[src/rtl/vrased_reset_ctrl.sv]
// ---------------------------------------------------------------------------
// vrased_reset_ctrl: merges VRASED monitor violations into a stretched core
// reset with sticky cause, saturating event count and stuck-monitor re-fire.
// Rev 1.0
// ---------------------------------------------------------------------------
`default_nettype none

module vrased_reset_ctrl #(
  parameter int RST_CYCLES = 16,
  parameter int TIMEOUT    = 64,
  parameter int CNT_W      = 8
) (
  input  logic             clk,
  input  logic             por,
  input  logic             viol_dma,
  input  logic             viol_atom,
  input  logic             viol_key,
  input  logic             cause_clr,
  output logic             sys_reset,
  output logic [2:0]       cause,
  output logic [CNT_W-1:0] viol_cnt,
  output logic             armed
);

  localparam int HOLD_W = (RST_CYCLES > 1) ? $clog2(RST_CYCLES) : 1;
  localparam int TMO_W  = (TIMEOUT > 1) ? $clog2(TIMEOUT) : 1;

  localparam logic [HOLD_W-1:0] HOLD_INIT = HOLD_W'(RST_CYCLES - 1);
  localparam logic [TMO_W-1:0]  TMO_LAST  = TMO_W'(TIMEOUT - 1);
  localparam logic [CNT_W-1:0]  CNT_MAX   = '1;

  typedef enum logic [1:0] {
    HOLD    = 2'd0,
    RECOVER = 2'd1,
    ARMED   = 2'd2
  } state_t;

  state_t             state, state_nxt;
  logic [HOLD_W-1:0]  hold_cnt, hold_nxt;
  logic [TMO_W-1:0]   tmo_cnt, tmo_nxt;
  logic [2:0]         cause_nxt;
  logic [CNT_W-1:0]   cnt_nxt;
  logic               fire;

  logic [2:0] viol_in;
  logic       viol_any;

  assign viol_in  = {viol_key, viol_atom, viol_dma};
  assign viol_any = |viol_in;

  always_comb begin
    state_nxt = state;
    hold_nxt  = hold_cnt;
    tmo_nxt   = tmo_cnt;
    cause_nxt = cause;
    fire      = 1'b0;
    case (state)
      HOLD: begin
        // Late or repeated violations are recorded but are not new events.
        cause_nxt = cause | viol_in;
        if (hold_cnt == '0) begin
          state_nxt = RECOVER;
          tmo_nxt   = '0;
        end else begin
          hold_nxt = hold_cnt - HOLD_W'(1);
        end
      end
      RECOVER: begin
        // A release on the final timeout cycle wins over the re-fire.
        if (!viol_any) begin
          state_nxt = ARMED;
        end else if (tmo_cnt == TMO_LAST) begin
          state_nxt = HOLD;
          hold_nxt  = HOLD_INIT;
          cause_nxt = cause | viol_in;
          fire      = 1'b1;
        end else begin
          tmo_nxt = tmo_cnt + TMO_W'(1);
        end
      end
      ARMED: begin
        cause_nxt = cause_clr ? viol_in : (cause | viol_in);
        if (viol_any) begin
          state_nxt = HOLD;
          hold_nxt  = HOLD_INIT;
          fire      = 1'b1;
        end
      end
      default: begin
        state_nxt = HOLD;
        hold_nxt  = HOLD_INIT;
      end
    endcase
  end

  assign cnt_nxt = (fire && (viol_cnt != CNT_MAX)) ? viol_cnt + CNT_W'(1) : viol_cnt;

  always_ff @(posedge clk) begin
    if (por) begin
      state     <= HOLD;
      hold_cnt  <= HOLD_INIT;
      tmo_cnt   <= '0;
      sys_reset <= 1'b1;
      cause     <= '0;
      viol_cnt  <= '0;
      armed     <= 1'b0;
    end else begin
      state     <= state_nxt;
      hold_cnt  <= hold_nxt;
      tmo_cnt   <= tmo_nxt;
      sys_reset <= (state_nxt == HOLD);
      cause     <= cause_nxt;
      viol_cnt  <= cnt_nxt;
      armed     <= (state_nxt == ARMED);
    end
  end

endmodule

`default_nettype wire
[config.mk]
export PLATFORM = sky130hd
export DESIGN_NAME = vrased_reset_ctrl
export DESIGN_NICKNAME = d
export VERILOG_FILES = /design/src/rtl/vrased_reset_ctrl.sv
export SDC_FILE = /design/constraint.sdc
export NUM_CORES = 1
export LEC_CHECK = 0
export BUFFER_PORTS_ARGS = -buffer_cell sky130_fd_sc_hd__buf_2
export CAP_MARGIN = 40
export CORE_MARGIN = 4
export CORE_UTILIZATION = 60
export CTS_CLUSTER_DIAMETER = 50
export DETAILED_ROUTE_END_ITERATION = 16
export PLACE_DENSITY_LB_ADDON = 0.08
export SLEW_MARGIN = 30
export SYNTH_ARGS = -nofsm -noshare
export SYNTH_HDL_FRONTEND = slang
export SYNTH_SLANG_ARGS = --single-unit
[constraint.sdc]
create_clock -name clk -period 3.6 [get_ports clk]
set_input_delay 0.36 -clock clk [delete_from_list [all_inputs] [get_ports clk]]
set_output_delay 0.36 -clock clk [all_outputs]
set_load 0.02 [all_outputs]
==> flow_summary.ini <==
[sta]
hold_violations = 0
slew_violations = 0
rsz0062_at_grt = no
hold_slack_ns = 0.302
fmax_mhz = 462
fin_crit_ns = 2.17
fin_skew_ns = 0.00887
finalSetupViolations = 0
layout_setup_ws_ns = 1.43
tightest_slew_ns = 0.734
relSlewSlack = 0.509
period_share = 0.602
fin_tns_setup_ns = 0

[place]
dp_worst_setup_slack_ns = 1.46
dp_hpwl_mm = 2.04
place.gp.congestion = 0.786
place_area_mm2 = 0.00147
place_inst = 194
io_buffer_count = 18

[die]
rows = 17
initial_core_util = 0.626
boundaryPins = 19
core-area_mm2 = 0.00221
die_area_mm2 = 0.00314
fp.dieH_um = 56.0
die_width_um = 56.0

[synthesis]
syn-num-nets = 167
yosys.area.top_type = dfxtp_1
synth_top_cells_by_count = dfxtp_1 (25), a21oi_1 (12), inv_1 (11)
ys_seq_elements = 25
yosys_warnings = 0
synthCells = 154
synth.avg_cell_area_um2 = 8.99
synth_top_area_share = 0.361
ys_types = 48
synth-main-ff-cell = dfxtp_1
yosysMostFrequentCell = dfxtp_1
synth.area.top_cells = dfxtp_1 (36%), ha_1 (6.3%), a21oi_1 (4.3%), inv_1 (3.0%), mux2i_1 (2.9%)
synth_edf_count = 0
syn_area_mm2 = 0.00139
seq_area_frac_synth = 0.361
synth-async-reset-ratio = 0

[drt]
detail_route.first_pass.iterations = 4
dr_wl_met3_um = 107
drt_iter0_markers = 26
routedWlPerCell_um = 13.7
top_layer = met4
drc = 0
ant_nets = 0
wl_met1_mm = 1.30
vias_per_cell = 6.09
wirelength_mm = 2.72
routed-via-count = 1206
wl_met2_mm = 1.29

[pwr]
pwr_density_cell_mw_per_mm2 = 292
vdd_drop_max_mv = 0.227
power_mw = 0.438
p_leak_nw = 0.554

[worst_setup_path]
setup.worst_path.class = reg -> reg
crit_path_end_kind = flop
required_ns = 3.81
crit_arrival_ns = 2.37
cpMaxStageDelayCell = ha_1
critPathBufInv = 1
cp_cell_sequence = inv_1, ha_1, a41oi_2, nor4_1, mux2_2
critPathMaxStageDelay_ns = 0.48
critPathTopFamily = adder cells
cp-start-kind = flop
crit_fanout = 16

[clocking]
cts_buffers = 3
cts-htree-levels = 1
cts_setup_buffers = 0
clk_pin_slew_ns = 0.13
cts.sinks = 25
tritoncts = built
ctsLongestPathBuffers = 2
insertion_delay_ns = 0.31
holdBufCountCts = 0
cts_resized = 0
cts_root_buffer = clkbuf_4

[global_routing]
track_usage = 0.175
grt_antenna_before_repair = 0
grt_max_degree = 18
gr-total-overflow = 0
grt_pass1_wl_mm = 4.56
grt_pass1_vias = 1058

[finish]
antennaDiodeCount = 0
final_nets = 184
final_area_mm2 = 0.00150
synthToLayoutAreaGrowth_pct = 8.31
stdcell_count = 198
drive_gt1_frac = 0.176
utilization = 0.678

[hold_path]
min_path_type = in -> reg

[run_status]
outcome = complete, no violations

[run]
cap_violations = 0
[layout make-up]
| type | count | area (um2) |
|---|---|---|
| Clock buffer | 4 | 26.3 |
| Inverter | 11 | 41.3 |
| Fill cell | 190 | 712 |
| Timing Repair Buffer | 18 | 90.1 |
| Sequential cell | 25 | 500 |
| Multi-Input combinational cell | 112 | 807 |
| Tap cell | 28 | 35.0 |
[cell families (layout without fill, tap and decap cells)]
kind of cell,Yosys count,in the layout,synth area share
compound gates,46,46,0.245
fa+ha+maj,7,7,0.0632
buf+inv,17,33,0.0560
flops,25,25,0.361
mux,6,6,0.0452
simple gates,53,53,0.229
[layout by cell type, fill, tap and decap left out, types with 3 or more instances in the layout]
| master | count |
|---|---|
| or3_1 | 3 |
| nor2_1 | 7 |
| o21ai_0 | 8 |
| mux2i_1 | 4 |
| nor4_1 | 3 |
| dfxtp_1 | 25 |
| nand3_1 | 7 |
| nand2b_1 | 4 |
| inv_1 | 11 |
| ha_1 | 7 |
| clkbuf_4 | 3 |
| o31ai_1 | 5 |
| buf_2 | 18 |
| a22o_1 | 3 |
| or4_1 | 4 |
| nand2_1 | 8 |
| nor2b_1 | 3 |
| a21oi_1 | 12 |
[power by group]
part	switching, mW	leakage (nW)	internal [mW]
clock	0.0763	0.0150	0.0433
sequential	0.00349	0.203	0.283
combinational	0.0196	0.336	0.0125
total	0.0994	0.554	0.338
[sequential cells by signal, summed over array words and instances, names as in the netlist]
| name | flops |
|---|---|
| sys_reset | 1 |
| hold_cnt | 4 |
| state | 2 |
| armed | 1 |
| tmo_cnt | 6 |
| viol_cnt | 8 |
| cause | 3 |
[per-layer routing]
layer | vias to the layer above | track usage
li1 | 616 | -
met1 | 566 | 0.220
met2 | 22 | 0.304
met3 | 2 | 0.0487
met4 | 0 | 0.0203
met5 | - | 0
[path summary, 6_finish.rpt]
path                                       startpoint                        to  cells past startpoint  slack, ns
worst min-delay path                        viol_atom     cause[1]$_SDFFE_PP0P_                      2       0.30
worst max register to register    state[1]$_SDFF_PP0_  viol_cnt[7]$_SDFFE_PP0P_                      5       1.43
worst min register to register  cause[1]$_SDFFE_PP0P_     cause[1]$_SDFFE_PP0P_                      1       0.48
worst max-delay path              state[1]$_SDFF_PP0_  viol_cnt[7]$_SDFFE_PP0P_                      5       1.43
Note: power is estimated with default switching activity, not from simulation.
